--- src/rtl/mul_div_unit.sv ---
// mul_div_unit: iterative RV32M multiply/divide unit for the EX stage.
// Radix-2 shift-add multiply, restoring divide, one iteration per cycle.
// Optional feature macro: MDU_KILL_EN (adds a kill input for pipeline flush).
//
// Ports:
//   clk        rising-edge clock
//   rst_n      asynchronous active-low reset
//   kill       (MDU_KILL_EN only) abandon the operation in CALC/FIX
//   start      launch an operation; sampled only when not busy
//   op         0 MUL, 1 MULH, 2 MULHSU, 3 MULHU, 4 DIV, 5 DIVU, 6 REM, 7 REMU
//   operand_a  rs1 value from the forwarding mux
//   operand_b  rs2 value from the forwarding mux
//   busy       high in CALC and FIX
//   done       one-cycle pulse when result becomes valid
//   result     last result, held until the next completion
//
// state | meaning
// IDLE  | waiting for start
// CALC  | one multiply/divide iteration per cycle
// FIX   | sign correction and result select
// DONE  | done pulse; may accept a back-to-back start

`ifndef INTERNAL_BITS
`define INTERNAL_BITS 32
`endif

module mul_div_unit #(
  parameter int WIDTH = `INTERNAL_BITS,
  parameter int CNT_W = 6
) (
  input  logic             clk,
  input  logic             rst_n,
`ifdef MDU_KILL_EN
  input  logic             kill,
`endif
  input  logic             start,
  input  logic [2:0]       op,
  input  logic [WIDTH-1:0] operand_a,
  input  logic [WIDTH-1:0] operand_b,
  output logic             busy,
  output logic             done,
  output logic [WIDTH-1:0] result
);

  localparam logic [1:0] S_IDLE = 2'd0;
  localparam logic [1:0] S_CALC = 2'd1;
  localparam logic [1:0] S_FIX  = 2'd2;
  localparam logic [1:0] S_DONE = 2'd3;

  logic [1:0]       state;
  logic [CNT_W-1:0] cnt;
  logic [2:0]       op_q;
  logic             neg_q;
  logic [WIDTH-1:0] opb;
  logic [WIDTH-1:0] acc_hi;
  logic [WIDTH-1:0] acc_lo;

  logic kill_req;
`ifdef MDU_KILL_EN
  assign kill_req = kill;
`else
  assign kill_req = 1'b0;
`endif

  // Operand conditioning at accept
  logic             a_signed, b_signed, sign_a, sign_b, neg_in;
  logic [WIDTH-1:0] a_mag, b_mag;
  logic             div_zero, div_ovf, special;
  logic [WIDTH-1:0] special_res;
  logic             accept;

  assign a_signed = (op == 3'd1) || (op == 3'd2) || (op == 3'd4) || (op == 3'd6);
  assign b_signed = (op == 3'd1) || (op == 3'd4) || (op == 3'd6);
  assign sign_a   = a_signed & operand_a[WIDTH-1];
  assign sign_b   = b_signed & operand_b[WIDTH-1];
  assign a_mag    = sign_a ? -operand_a : operand_a;
  assign b_mag    = sign_b ? -operand_b : operand_b;
  // Remainder follows the dividend; product and quotient follow the sign xor.
  assign neg_in   = (op == 3'd6 || op == 3'd7) ? sign_a : (sign_a ^ sign_b);

  assign div_zero = op[2] && (operand_b == '0);
  assign div_ovf  = (op == 3'd4 || op == 3'd6) &&
                    (operand_a == {1'b1, {(WIDTH-1){1'b0}}}) && (operand_b == '1);
  assign special  = div_zero | div_ovf;
  // op[1] separates REM/REMU from DIV/DIVU
  always_comb begin
    special_res = '0;
    if (div_zero)
      special_res = op[1] ? operand_a : '1;
    else if (div_ovf)
      special_res = op[1] ? '0 : operand_a;
  end

  assign accept = start && ((state == S_IDLE) || (state == S_DONE));

  // One iteration of either loop
  logic [WIDTH:0]   mul_sum;
  logic [WIDTH:0]   div_shift;
  logic             div_ok;
  logic [WIDTH-1:0] div_diff;

  assign mul_sum   = {1'b0, acc_hi} + (acc_lo[0] ? {1'b0, opb} : '0);
  assign div_shift = {acc_hi, acc_lo[WIDTH-1]};
  assign div_ok    = (div_shift >= {1'b0, opb});
  // When div_ok the true difference is below opb, so the low word is exact.
  assign div_diff  = div_shift[WIDTH-1:0] - opb;

  // Sign fix and selection
  logic [2*WIDTH-1:0] prod_fix;
  logic [WIDTH-1:0]   quot_fix, rem_fix, fix_res;

  assign prod_fix = neg_q ? -{acc_hi, acc_lo} : {acc_hi, acc_lo};
  assign quot_fix = neg_q ? -acc_lo : acc_lo;
  assign rem_fix  = neg_q ? -acc_hi : acc_hi;

  always_comb begin
    fix_res = '0;
    case (op_q)
      3'd0:                fix_res = prod_fix[WIDTH-1:0];
      3'd1, 3'd2, 3'd3:    fix_res = prod_fix[2*WIDTH-1:WIDTH];
      3'd4, 3'd5:          fix_res = quot_fix;
      default:             fix_res = rem_fix;
    endcase
  end

  always_ff @(posedge clk or negedge rst_n) begin
    if (!rst_n) begin
      state  <= S_IDLE;
      cnt    <= '0;
      op_q   <= '0;
      neg_q  <= 1'b0;
      opb    <= '0;
      acc_hi <= '0;
      acc_lo <= '0;
      result <= '0;
    end else begin
      case (state)
        S_IDLE, S_DONE: begin
          if (accept) begin
            op_q   <= op;
            neg_q  <= neg_in;
            opb    <= b_mag;
            acc_lo <= a_mag;
            acc_hi <= '0;
            cnt    <= CNT_W'(WIDTH);
            if (special) begin
              result <= special_res;
              state  <= S_DONE;
            end else begin
              state  <= S_CALC;
            end
          end else begin
            state <= S_IDLE;
          end
        end
        S_CALC: begin
          if (kill_req) begin
            state <= S_IDLE;
          end else begin
            if (op_q[2]) begin
              acc_hi <= div_ok ? div_diff : div_shift[WIDTH-1:0];
              acc_lo <= {acc_lo[WIDTH-2:0], div_ok};
            end else begin
              {acc_hi, acc_lo} <= {mul_sum, acc_lo[WIDTH-1:1]};
            end
            cnt <= cnt - CNT_W'(1);
            if (cnt == CNT_W'(1))
              state <= S_FIX;
          end
        end
        default: begin
          if (kill_req) begin
            state <= S_IDLE;
          end else begin
            result <= fix_res;
            state  <= S_DONE;
          end
        end
      endcase
    end
  end

  assign busy = (state == S_CALC) || (state == S_FIX);
  assign done = (state == S_DONE);

endmodule

--- config.mk ---
export PLATFORM = sky130hd
export DESIGN_NAME = mul_div_unit
export DESIGN_NICKNAME = d
export VERILOG_FILES = /design/src/rtl/mul_div_unit.sv
export SDC_FILE = /design/constraint.sdc
export NUM_CORES = 1
export LEC_CHECK = 0
export CAP_MARGIN = 40
export CORE_UTILIZATION = 41
export DETAILED_ROUTE_END_ITERATION = 16
export SLEW_MARGIN = 0
export SYNTH_ARGS = -nofsm -noshare
export SYNTH_HDL_FRONTEND = slang
export SYNTH_SLANG_ARGS = --single-unit
--- constraint.sdc ---
create_clock -name clk -period 3.2 [get_ports clk]
set_input_delay 0.96 -clock clk [delete_from_list [all_inputs] [get_ports clk]]
set_output_delay 0.96 -clock clk [all_outputs]
set_load 0.1 [all_outputs]
==> metrics.md <==
| Metric | Value |
|---|---|
| Netlist cell types | ~80 |
| Routed via count | 16.15k |
| Initial antenna violation count | 1 |
| Syn nets | 2041 |
| Area of the multi-input gates | between 10000 and 15000 µm² |
| Detail Route Antenna Nets | 0 |
| Crit path required time | ~3.6 ns |
| Worst r2r src | acc_lo[0] |
| Drt first pass iters | 6 |
| Drt total wl | 57.01 mm |
| Largest net degree at the start of global routing | a little over 60 |
| Metal2 WL | about 27 mm |
| # fillers | about 3.1k |
| Synth Instances | 1895 |
| FF-to-FF path depth | 13 |
| Crit. End Element | flop |
| Starting Density | a little over two fifths |
| Worst Slack Setup Final | -0.2197 ns |
| GR Util All Layers | 31.98% |
| Htree depth | 4 |
| Synth area leaders | dfrtp_1, o21ai_0, ha_1 |
| Worst setup SP type | input port |
| Yosys reg bits | 140 |
| Ys Warns | 0 |
| Max-cap violations | 0 |
| Setup Skew | roughly 0.0096 ns |
| Status | finished, violations left |
| Finished Layout Cells | between 2k and 3k |
| GR Overflow Total | 0 |
| Inst Count DP | 2697 |
| Cell area after layout | 20130 µm² |
| R2r setup slk | -0.04 ns |
| Max VDD drop | just under 0.9 mV |
| Post-synth EDFFs | 0 |
| Reg area | roughly 3500 µm² |
| Seq/Total Area, Yosys | roughly a quarter |
| Buffers on Ports | 103 |
| Final number of setup-violating endpoints | 33 |
| Minimum clock period | ~3.4 ns |
| Die width | around 190 µm |
| Clock buffer depth | 2 |
| Synth async-reset ratio | 100.0% |
| Most frequent cells in the layout | buf_4, nand2_1, nor2_1 |
| Area growth from synthesis to layout | 43.41% |
| Final hold violation count | 0 |
| Hold WC Path Type | input port to asynchronous set/reset pin |
| Num CTS Buffers | 17 |
| Failing checks | setup timing |
| Mean Syn Cell Area | between 7 and 8 µm² |
| Die Span Y | 187.0 µm |
| Period utilisation layout | 106.9% |
| DR WL met3 | roughly 3.4 mm |
| Final #Nets | around 2.5k |
| Clock latency on the worst-skew pair | approximately 0.47 ns |
| Drt drc | 0 |
| Synth top area share | 24.96% |
| Met1 WL | around 24 mm |
| I/O pin cnt | approximately 100 |
| DP HPWL | 43.05 mm |
| Core Rows | 67 |
| Cell Pwr Density | 1227 nW/µm² |
| Kind of critical path | input port to flop |
| Unrepaired setup endpoints after global routing | true |
| Critical Path AT | 3.78 ns |
| Vias in the first global route | 15.72k |
| Core Area | around 34000 µm² |
| ANT cells | 0 |
| Top cell type by total area after synthesis | dfrtp_1 |
| P_leak | ~0.009 µW |
| Die area | 34970 µm² |
| Worst-path clk slew | approximately 0.06 ns |
| Worst reg2reg path endpoint | result[5] |
| Share of post-route cells with drive strength above 1 | 28.45% |
| Initial drt markers | ~1.2k |
| Placed inst area | 18100 µm² |
| CTS Sinks | 140 |
| Fmax | between 200 and 300 MHz |
| Least-Margin Pin Slew | around 0.65 ns |
| Max_slew headroom | 56.67% |
| CP max FO | 4 |
| Fin. max-slew vios | 0 |
| Most common flop cell mapped by yosys | dfrtp_1 |
| Pre-CTS setup slack | -0.9135 ns |
| Gp weighted congestion | between 0.9 and 1 |
| Commonest non-fill, non-tap cell in the layout | buf_4 |
| Routed wire per std cell | between 20 and 25 µm |
| Top layer in use | met5 |
| Clk root buf | clkbuf_16 |
| Vias per inst | 5.836 |
| TritonCTS clock tree | done |
| First-pass GRT wire length | a little under 90 mm |
| CTS Hold Bufs | 0 |
| Mapped Area | between 10000 and 15000 µm² |
## logic make-up (layout without fill, tap and decap cells)
group	Yosys count	in the layout	synth area share, %
compound gates	615	615	26.88
xor+xnor	180	180	11.23
fa+ha+maj	76	76	6.883
buf+inv	194	619	5.483
flops	140	140	24.96
mux	47	47	3.406
simple gates	643	643	21.15
## report_power, final
| part | switching [µW] | total, µW | internal, µW |
|---|---|---|---|
| Sequential | 841 | 3430 | 2590 |
| Combinational | 11200 | 19000 | 7870 |
| Clock | 862 | 2230 | 1360 |
| Total | 12900 | 24700 | 11800 |
## Yosys cell counts (all sizes together) (29+ instances only)
cell type	count
a21oi	164
clkbuf	108
dfrtp	140
ha	74
inv	66
mux2i	41
nand2	213
nand3	29
nor2	203
nor3	41
o21ai	224
xnor2	102
xor2	78
## routing by layer
metal,track usage [%],vias to the layer above
met4,14.66,4
li1,-,7624
met5,0,-
met3,4.859,155
met2,54.09,615
met1,40.07,7755
## layout make-up
class	count	share of cell area (%)
flip-flops and latches	140	17.43
clock inverters	10	0.8020
multi-input cells	1561	53.53
repair buffers	520	21.83
clock buffers	22	2.356
well taps	448	2.785
inverters	67	1.268
## repair_timing
action | in CTS | in global routing
buffers inserted | 16 | 20
setup endpoints to repair | 71 | 69
gates resized for setup | 109 | 162
gates cloned | 6 | 2
pin swaps | 32 | 69
endpoints found under the hold margin | 0 | 0
## metrics by stage
step | utilization [%] | total power, µW | hold WS [ns] | TNS [ns]
2_1_floorplan | - | 13860 | 0.4870 | -7.948
3_3_place_gp | 53.79 | 19910 | 0.4735 | -46.39
3_5_place_dp | 53.84 | 20120 | 0.4836 | -46.80
4_1_cts | 57.33 | 23340 | 0.4851 | -7.734
5_1_grt | 59.87 | 26290 | 0.5177 | -6.666
6_report | 59.87 | 24690 | 0.4642 | -4.256
## worst max-delay path: stages
cell and delay, ns:
clkdlybuf4s50_1 0.44, or4_1 0.63, nor3_4 0.21, nand2b_4 0.14
nand4b_1 0.21, buf_4 0.20, nor2_4 0.13, o21a_4 0.14
o21ai_4 0.08, buf_8 0.17, buf_12 0.13, buf_8 0.12
o311ai_4 0.21
## state kept, by name (all words and copies together), names as in the netlist
register,cells
opb,32
acc_hi,32
cnt,6
result,32
state,2
acc_lo,32
neg_q,1
op_q,3
## worst max path at each step
stage / start / to / slack (ns) / cells after the start
floorplan: operand_a[6] / result[1] / -0.33 / 9
global placement: operand_a[6] / result[23] / -0.87 / 9
detailed placement: operand_a[6] / result[23] / -0.91 / 9
CTS: operand_a[9] / result[2] / -0.32 / 12
global route: operand_a[24] / result[2] / -0.26 / 13
finish: operand_a[24] / result[2] / -0.22 / 13
(Power assumes the default switching activity.)
